[src/rtl/i2s_pkg.sv]
// Shared definitions for the I2S transmitter: FSM state encoding and the
// frame-counter width helper.
package i2s_pkg;

  localparam logic [0:0] ST_IDLE = 1'b0;
  localparam logic [0:0] ST_RUN  = 1'b1;

  // Bits needed to count 0 .. 2*slot-1.
  function automatic int cnt_width(input int slot);
    if (slot <= 1) begin
      return 1;
    end else begin
      return $clog2(2 * slot);
    end
  endfunction

endpackage

[src/rtl/i2s_transmitter_if.sv]
// Sample-pair handshake bus: the producer (master) offers a stereo pair,
// the transmitter (slave) accepts it when its holding register is empty.
interface i2s_transmitter_if #(
  parameter int WIDTH = 8
);
  logic             in_valid;
  logic             in_ready;
  logic [WIDTH-1:0] in_left;
  logic [WIDTH-1:0] in_right;

  modport master (output in_valid, output in_left, output in_right, input in_ready);
  modport slave  (input in_valid, input in_left, input in_right, output in_ready);
endinterface

[src/rtl/i2s_frame_timer.sv]
// Frame timing for the I2S transmitter: owns the bit counter, the registered
// word-select line and the frame_start strobe that is high in the cycle
// before every edge that enters cnt=0.
module i2s_frame_timer
  import i2s_pkg::*;
#(
  parameter int SLOT = 8
) (
  input  logic sck,
  input  logic rst,
  input  logic en,
  output logic ws,
  output logic frame_start
);

  localparam int CW = cnt_width(SLOT);

  logic [0:0]    state_r;
  logic [CW-1:0] cnt_r;
  logic [CW-1:0] cnt_nxt_s;
  logic          ws_r;
  logic          wrap_s;
  logic          frame_start_s;

  // Next count, end-of-frame detect and frame-load strobe (en only matters here).
  always_comb begin
    cnt_nxt_s     = cnt_r + CW'(1);
    wrap_s        = (state_r == ST_RUN) && (cnt_r == CW'(2 * SLOT - 1));
    frame_start_s = 1'b0;
    if (state_r == ST_IDLE) begin
      frame_start_s = en;
    end else if (wrap_s) begin
      frame_start_s = en;
    end else begin
      frame_start_s = 1'b0;
    end
  end

  // State, counter and word select; ws is computed from the next count so it
  // stays aligned with cnt.
  always_ff @(posedge sck) begin
    if (!rst) begin
      state_r <= ST_IDLE;
      cnt_r   <= {CW{1'b0}};
      ws_r    <= 1'b1;
    end else begin
      case (state_r)
        ST_IDLE: begin
          cnt_r <= {CW{1'b0}};
          if (en) begin
            state_r <= ST_RUN;
            ws_r    <= 1'b0;
          end else begin
            state_r <= ST_IDLE;
            ws_r    <= 1'b1;
          end
        end
        ST_RUN: begin
          if (wrap_s) begin
            cnt_r <= {CW{1'b0}};
            if (en) begin
              state_r <= ST_RUN;
              ws_r    <= 1'b0;
            end else begin
              state_r <= ST_IDLE;
              ws_r    <= 1'b1;
            end
          end else begin
            state_r <= ST_RUN;
            cnt_r   <= cnt_nxt_s;
            ws_r    <= (cnt_nxt_s >= CW'(SLOT));
          end
        end
        default: begin
          state_r <= ST_IDLE;
          cnt_r   <= {CW{1'b0}};
          ws_r    <= 1'b1;
        end
      endcase
    end
  end

  assign ws          = ws_r;
  assign frame_start = frame_start_s;

endmodule

[src/rtl/i2s_transmitter.sv]
// I2S bus master transmitter: one-entry holding register behind a
// valid/ready handshake, a 2*SLOT-bit frame shift register and the
// registered sd/underflow outputs. Timing comes from i2s_frame_timer.
module i2s_transmitter
  import i2s_pkg::*;
#(
  parameter int WIDTH = 8,
  parameter int SLOT  = 8
) (
  input  logic                sck,
  input  logic                rst,
  input  logic                en,
  i2s_transmitter_if.slave    in_bus,
  output logic                ws,
  output logic                sd,
  output logic                underflow
);

  localparam int FW = 2 * SLOT;

  logic             frame_start_s;
  logic             ws_s;
  logic             xfer_s;
  logic [FW-1:0]    frame_s;
  logic [WIDTH-1:0] hold_left_r;
  logic [WIDTH-1:0] hold_right_r;
  logic             hold_empty_r;
  logic [FW-1:0]    shift_r;
  logic             sd_r;
  logic             underflow_r;

  i2s_frame_timer #(.SLOT(SLOT)) u_timer (
    .sck         (sck),
    .rst         (rst),
    .en          (en),
    .ws          (ws_s),
    .frame_start (frame_start_s)
  );

  // Handshake transfer and the frame image: left MSB-first then right, each
  // zero-padded to SLOT bits; an empty holding register yields a silent frame.
  always_comb begin
    xfer_s  = in_bus.in_valid && hold_empty_r;
    frame_s = {FW{1'b0}};
    if (hold_empty_r) begin
      frame_s = {FW{1'b0}};
    end else begin
      frame_s = (FW'(hold_left_r) << (FW - WIDTH)) | (FW'(hold_right_r) << (SLOT - WIDTH));
    end
  end

  // Holding register: drained by a frame load, filled by a transfer (no bypass).
  always_ff @(posedge sck) begin
    if (!rst) begin
      hold_empty_r <= 1'b1;
      hold_left_r  <= {WIDTH{1'b0}};
      hold_right_r <= {WIDTH{1'b0}};
    end else if (frame_start_s && !hold_empty_r) begin
      hold_empty_r <= 1'b1;
    end else if (xfer_s) begin
      hold_empty_r <= 1'b0;
      hold_left_r  <= in_bus.in_left;
      hold_right_r <= in_bus.in_right;
    end else begin
      hold_empty_r <= hold_empty_r;
    end
  end

  // Shift register and sd: sd always takes the MSB one edge later, which gives
  // the one-bit I2S delay and lets the last bit spill into the next cnt=0 cycle.
  // Zeros shift in, so the register is empty while idle.
  always_ff @(posedge sck) begin
    if (!rst) begin
      shift_r <= {FW{1'b0}};
      sd_r    <= 1'b0;
    end else begin
      sd_r <= shift_r[FW-1];
      if (frame_start_s) begin
        shift_r <= frame_s;
      end else begin
        shift_r <= {shift_r[FW-2:0], 1'b0};
      end
    end
  end

  // Underflow pulse for the cnt=0 cycle of a frame loaded with no data.
  always_ff @(posedge sck) begin
    if (!rst) begin
      underflow_r <= 1'b0;
    end else begin
      underflow_r <= frame_start_s && hold_empty_r;
    end
  end

  assign ws              = ws_s;
  assign sd              = sd_r;
  assign underflow       = underflow_r;
  assign in_bus.in_ready = hold_empty_r;

endmodule
[src/flat_wrapper.sv]
// flat-port wrapper written by rule: the top's interface ports become plain ports
module i2s_transmitter_flat import i2s_pkg::*;
#(
  parameter int WIDTH = 8,
  parameter int SLOT  = 8
)
  (sck, rst, en, ws, sd, underflow, in_bus_in_valid, in_bus_in_left, in_bus_in_right, in_bus_in_ready);
  i2s_transmitter_if #(.WIDTH(WIDTH)) in_bus_i ();
  input  logic sck;
  input  logic rst;
  input  logic en;
  output logic ws;
  output logic sd;
  output logic underflow;
  input wire logic [$bits(in_bus_i.in_valid)-1:0] in_bus_in_valid;
  input wire logic [$bits(in_bus_i.in_left)-1:0] in_bus_in_left;
  input wire logic [$bits(in_bus_i.in_right)-1:0] in_bus_in_right;
  output wire logic [$bits(in_bus_i.in_ready)-1:0] in_bus_in_ready;
  assign in_bus_i.in_valid = in_bus_in_valid;
  assign in_bus_i.in_left = in_bus_in_left;
  assign in_bus_i.in_right = in_bus_in_right;
  assign in_bus_in_ready = in_bus_i.in_ready;
  i2s_transmitter #(.WIDTH(WIDTH), .SLOT(SLOT)) u_core (.sck(sck), .rst(rst), .en(en), .in_bus(in_bus_i), .ws(ws), .sd(sd), .underflow(underflow));
endmodule
[config.mk]
export PLATFORM = sky130hd
export DESIGN_NAME = i2s_transmitter_flat
export DESIGN_NICKNAME = d
export VERILOG_FILES = /design/src/rtl/i2s_pkg.sv /design/src/rtl/i2s_transmitter_if.sv /design/src/rtl/i2s_frame_timer.sv /design/src/rtl/i2s_transmitter.sv /design/src/flat_wrapper.sv
export SDC_FILE = /design/constraint.sdc
export NUM_CORES = 1
export LEC_CHECK = 0
export ABC_AREA = 1
export CORE_MARGIN = 1
export CORE_UTILIZATION = 53
export CTS_CLUSTER_DIAMETER = 40
export DETAILED_ROUTE_END_ITERATION = 12
export GPL_TIMING_DRIVEN = 1
export PLACE_DENSITY = 0.78
export SLEW_MARGIN = 5
export SYNTH_ARGS = -nofsm -noshare
export SYNTH_HDL_FRONTEND = slang
export SYNTH_SLANG_ARGS = --single-unit
[constraint.sdc]
create_clock -name sck -period 1.4 [get_ports sck]
set_input_delay 0.28 -clock sck [delete_from_list [all_inputs] [get_ports sck]]
set_output_delay 0.28 -clock sck [all_outputs]
set_load 0.01 [all_outputs]
### Word-level counts from Yosys, hierarchy flattened

Cells that the tools add are included.

| storage, ports and cells | value |
|---|---|
| flip-flop bits (word level) | 41 |
| bits of input ports | 20 |

| cells by class | value |
|---|---|
| $add $sub $neg | 1 |
| order comparisons | 1 |
| equal/unequal tests | 1 |
| mux-type cells | 12 |
| bitwise gates (word level) | 5 |
| reduce and logical (&&, ||, !) cells | 8 |

Operators with widths:

| cell | count |
|---|---|
| two-way mux 16 bit | 2 |
| OR 16 x 8 -> 16 bit | 1 |
| one-hot mux 4 bit (2 select lines) | 1 |
| two-way mux 1 bit | 6 |
| adder 4 x 1 -> 4 bit (second input constant) | 1 |
| == test 4 bit (second input constant) | 1 |
| greater-or-equal comparator 4 bit (second input constant) | 1 |
| logical AND 1 bit | 4 |
| two-way mux 4 bit | 1 |
| NOT 1 bit | 4 |
| one-hot mux 1 bit (2 select lines) | 2 |
| OR reduction 3 bit | 1 |
| AND reduction 2 bit | 1 |
| OR reduction 2 bit | 1 |
| zero test 1 bit | 1 |

### Depth between registers and ports, before layout

| depth | value |
|---|---|
| depth in word-level cells | 7 |
| mapped depth | 7 |
| gate-level depth less buffers | 7 |

### Modules after synthesis

A second synthesis with hierarchy kept.

| unflattened totals | value |
|---|---|
| cell total of the unflattened synthesis | 182 |
| area total of the unflattened synthesis | 1,602.8 um^2 |

Modules (own cells, without submodules):

| module | times used | cells each | area an instance (um^2) |
|---|---|---|---|
| i2s_transmitter | 1 | 151 | 1,352.5 |
| i2s_frame_timer | 1 | 31 | 250.2 |

### Worst setup path before layout

Ideal clock, no wire load.

| path | value |
|---|---|
| kind | reg-to-reg |
| start | reg u_core.u_timer.cnt_r[0] |
| end | reg u_core.shift_r[15] |
| library setup time | 0.114 ns |
| arrival | 1.062 ns |
| data required time | 1.286 ns |
| slack | 0.224 ns |
| stages on the path, launching flop included | 8 |
| path buffers | 1 |
| cell sequence | dfxtp_1 > ha_1 > nand3_2 > nand2_4 > nand2_4 > buf_6 > nand2_1 > a21oi_2 |

| between the ends | value |
|---|---|
| cells in the longest elaborated chain, start to end | 5 |

RTL lines:

| element | RTL line | RTL |
|---|---|---|
| from (decl) | i2s_frame_timer.sv:19 | `logic [CW-1:0] cnt_r;` |
| from (signal assigned) | i2s_frame_timer.sv:44 | `cnt_r <= {CW{1'b0}};` |
| from (signal assigned) | i2s_frame_timer.sv:49 | `cnt_r <= {CW{1'b0}};` |
| from (signal assigned) | i2s_frame_timer.sv:60 | `cnt_r <= {CW{1'b0}};` |
| == test 4 bit | i2s_frame_timer.sv:28 | `wrap_s = (state_r == ST_RUN) && (cnt_r == CW'(2 * SLOT - 1));` |
| logical AND 1 bit | i2s_frame_timer.sv:28 |  |
| two-way mux 1 bit | i2s_frame_timer.sv:32 | `end else if (wrap_s) begin` |
| two-way mux 1 bit | i2s_frame_timer.sv:30 | `if (state_r == ST_IDLE) begin` |
| two-way mux 16 bit | i2s_transmitter.sv:78 | `if (frame_start_s) begin` |
| to (signal assigned) | i2s_transmitter.sv:74 | `shift_r <= {FW{1'b0}};` |
| to (signal assigned) | i2s_transmitter.sv:79 | `shift_r <= frame_s;` |
| to (signal assigned) | i2s_transmitter.sv:81 | `shift_r <= {shift_r[FW-2:0], 1'b0};` |
| to (decl) | i2s_transmitter.sv:28 | `logic [FW-1:0] shift_r;` |

No other way between the ends.
A chain may end at the register's enable or synchronous reset.

### Worst setup path in the final report

Same ends and word-level chain as after synthesis.

==> key figures <==
Power
  • Maximum VDD drop: approximately 0.86 mV
  • Pwr Total: roughly 2.1 mW
  • P_sw: 0.527 mW
  • Leakage power: ~0.75 nW
  • Sw frac: between 20% and 30%
  • Internal power: approximately 1.6 mW
  • Comb pwr share: 13.8%
  • Clk pwr share: between 20% and 30%
  • Flop pwr share: roughly 60%
  • Power per cell area: roughly 1100 nW/um2

Yosys
  • Synth Area per Inst: around 8.7 um2
  • Synth top area share: 49.2%
  • #FFs+latches synth: 41
  • Area leader, netlist: dfxtp_1
  • Synth Instances: ~190
  • Top cells by area, synth: dfxtp_1 49%, a21oi_1 6.6%, nand3_2 6.0%
  • Total nets after synthesis: between 200 and 250
  • Post-Syn Area: between 1500 and 2000 um2
  • Sequential fraction of the synthesis area: between 40% and 50%
  • Synth warn: 0
  • Number of distinct library cells after synthesis: 24

Worst setup path
  • Crit path required time: ~1700 ps
  • CP Capture Type: register
  • Worst setup path start: u_core.u_timer.cnt_r[0]
  • CP max-delay cell: dfxtp_1
  • Setup crit end: u_core.shift_r[15]
  • Worst R2R Path Depth: 6
  • Worst flop-to-flop path endpoint: u_core.shift_r[15]
  • Reg2Reg Launch Point: u_core.u_timer.cnt_r[0]
  • CP peak stage delay: between 300 and 400 ps
  • Most used cell along the critical path: nand3_2
  • Critical Path AT: 1540 ps
  • CP startpoint kind: register
  • R2R setup slack: 140 ps
  • Crit-path cells: ha_1 -> nand3_2 -> nand2_4 -> buf_12 -> nand3_2 -> a21oi_2
  • Crit path max fanout: 16
  • Setup CP Type: reg -> reg

Run
  • Max Cap Viol: 0

Floorplanning
  • Die area: about 3400 um2
  • Die H: just under 60 um
  • Initial Utilization: just under 60%
  • Site Rows: 19
  • Num ports: 24
  • Die width: between 50 and 60 um
  • CORE AREA: 2880 um2

Global routing
  • Vias in the first global route: 1139
  • Largest net degree at the start of global routing: 19
  • Initial antenna violation count: 0
  • GRT Total Usage: 19.0%
  • First-pass GRT wire length: 4730 um
  • Remaining global-route overflow: 0

Worst hold path
  • HP Class: reg -> reg

Placement
  • Routability Congestion: between 0.8 and 0.9
  • Port bufs: 23
  • Detailed Place HPWL: roughly 2100 um

Timing
  • Fin crit share: about nine tenths
  • Unrepaired setup endpoints after global routing: false
  • Crit path time final: approximately 1300 ps
  • Rel. slew slack: 86.2%
  • Max Freq: ~790 MHz
  • Slew Limit Fails: 0
  • Final hold viol count: 0
  • Worst Max-Slew Pin Slew: between 200 and 250 ps
  • Clock Skew: approximately 10 ps
  • Setup Viol. Count Final: 0

Run status
  • Outcome: finished, final reports clean

Finish
  • Layout Utilization: between 60 and 70%
  • Fill count: 246
  • # diodes: 0
  • Area Growth Syn to Fin: 18.8%
  • Ratio of cells with drive above 1 in the final layout: between 10% and 20%
  • Nets: 240

Clock network
  • Clk_lat worst skew: roughly 350 ps
  • Clock-pin slew on the worst setup and hold paths: 110 ps
  • CTS buffer count: 5
  • Max Buffers Root-to-Sink: 2
  • CTS tree: yes
  • H-Tree Depth: 2
  • Hold Buf Count CTS: 0
  • Root Buffer: clkbuf_4
  • Sinks on the clock net: 41

Route
  • Detailed-route DRC error count: 0
  • Vias: between 1000 and 1500
  • Routed Antenna Nets: 0
  • Drt first pass iters: 4
  • DRT Wirelength: 2830 um
  • Iter 0 DRT Violations: 23
  • Via density: 4.93
  • WL/cell: 10.8 um
-- final cells by class --
cell class	instances	area, um2	share of cell area [%]
sequential	41	821	41.4
multi-input combinational	117	649	32.8
timing repair buffer	33	325	16.4
inverter	21	78.8	3.98
clock buffer	7	55.1	2.78
tap	42	52.6	2.65
-- cells by family after synthesis --
kind of cell	count (synthesis)	synth area share, %
xor gates and xnor gates	1	0.525
AOI/OAI and AO/OA	48	16.6
adders and majority gates	1	0.750
and+or+nand+nor	67	21.1
buffers and inverters	33	11.9
DFF	41	49.2
-- worst min-delay path by stage --
stage / startpoint / end / slack (ps) / cells after the start
after floorplan: u_core.shift_r[15] / u_core.sd / 390 / 2
after global placement: u_core.shift_r[15] / u_core.sd / 400 / 2
after detailed placement: u_core.hold_right_r[0] / u_core.shift_r[0] / 430 / 2
after CTS: u_core.shift_r[15] / u_core.sd / 440 / 2
after global routing: u_core.shift_r[15] / u_core.sd / 460 / 2
final: u_core.shift_r[15] / u_core.sd / 440 / 2
-- critical path: cells and delay by family (launching register included) --
kind | cells | cell delay, ps
buffers and inverters | 1 | 150
AO/OA/AOI/OAI | 1 | 150
flip-flops | 1 | 370
adder cells (fa/ha/maj) | 1 | 220
AND/OR/NAND/NOR | 3 | 300
-- metrics by stage --
step / TNS [ps] / hold slack, ps / instances / worst slack [ps] / instance area [um2]
3_3_place_gp: 0 / 404 / 254 / 20.7 / 1930
5_1_grt: 0 / 456 / 261 / 48.8 / 1980
2_1_floorplan: 0 / 390 / 191 / 224 / 1670
3_5_place_dp: -86.3 / 426 / 254 / -50.9 / 1930
6_report: 0 / 438 / 261 / 140 / 1980
4_1_cts: 0 / 443 / 261 / 117 / 1980
-- flip-flops by register name, indices dropped and copies added, names as in the netlist --
register / flops
u_core.hold_left_r: 8
u_core.sd: 1
u_core.in_bus.in_ready: 1
u_core.u_timer.cnt_r: 4
u_core.underflow: 1
u_core.u_timer.ws: 1
u_core.hold_right_r: 8
u_core.shift_r: 16
u_core.u_timer.state_r: 1
-- routing by layer --
metal  GRT usage (%)  vias to the layer above  wire length (um)
li1                -                      669                 -
met1            22.9                      582              1340
met2            30.4                       30              1310
met3            6.70                        6               119
met4            8.84                        0                55
met5               0                        -                 0
-- cells in the final DEF (no fill, tap or decap), drive strengths merged --
master / instances
ha: 1
nor2b: 1
xnor2: 1
nand2: 26
a21oi: 31
o21ai: 16
dlygate4sd2: 4
o211ai: 1
nor3: 2
buf: 10
nor2: 20
clkbuf: 7
clkdlybuf4s50: 19
nand3: 18
dfxtp: 41
inv: 21
-- power groups by stage --
stage / logic (mW) / registers (mW) / clock network [mW]
after floorplan: 0.197 / 1.27 / 0
after global placement: 0.290 / 1.27 / 0
after detailed placement: 0.298 / 1.27 / 0
after CTS: 0.294 / 1.24 / 0.600
after global routing: 0.326 / 1.25 / 0.650
final: 0.293 / 1.24 / 0.587
-- what timing repair did --
| action | 4_1_cts | 5_1_grt |
|---|---|---|
| setup buffers | 0 | 0 |
| setup endpoints to repair | 4 | 0 |
| resized for setup | 4 | 0 |
-- synthesized netlist by cell type --
library cell and instances:
nor2b_1 1, ha_1 1, nor2_1 20, nand2_2 3
clkbuf_1 1, nand3_2 10, o211ai_1 1, nand3_1 8
dfxtp_1 41, xnor2_1 1, inv_1 20, buf_12 1
clkbuf_2 1, o21ai_0 15, nand2_4 2, a21oi_2 9
buf_2 3, nand2_1 21, inv_2 1, o21ai_1 1
a21oi_1 22, buf_6 3, clkbuf_8 3, nor3_1 2
Note: power is estimated with default switching activity, not from simulation.
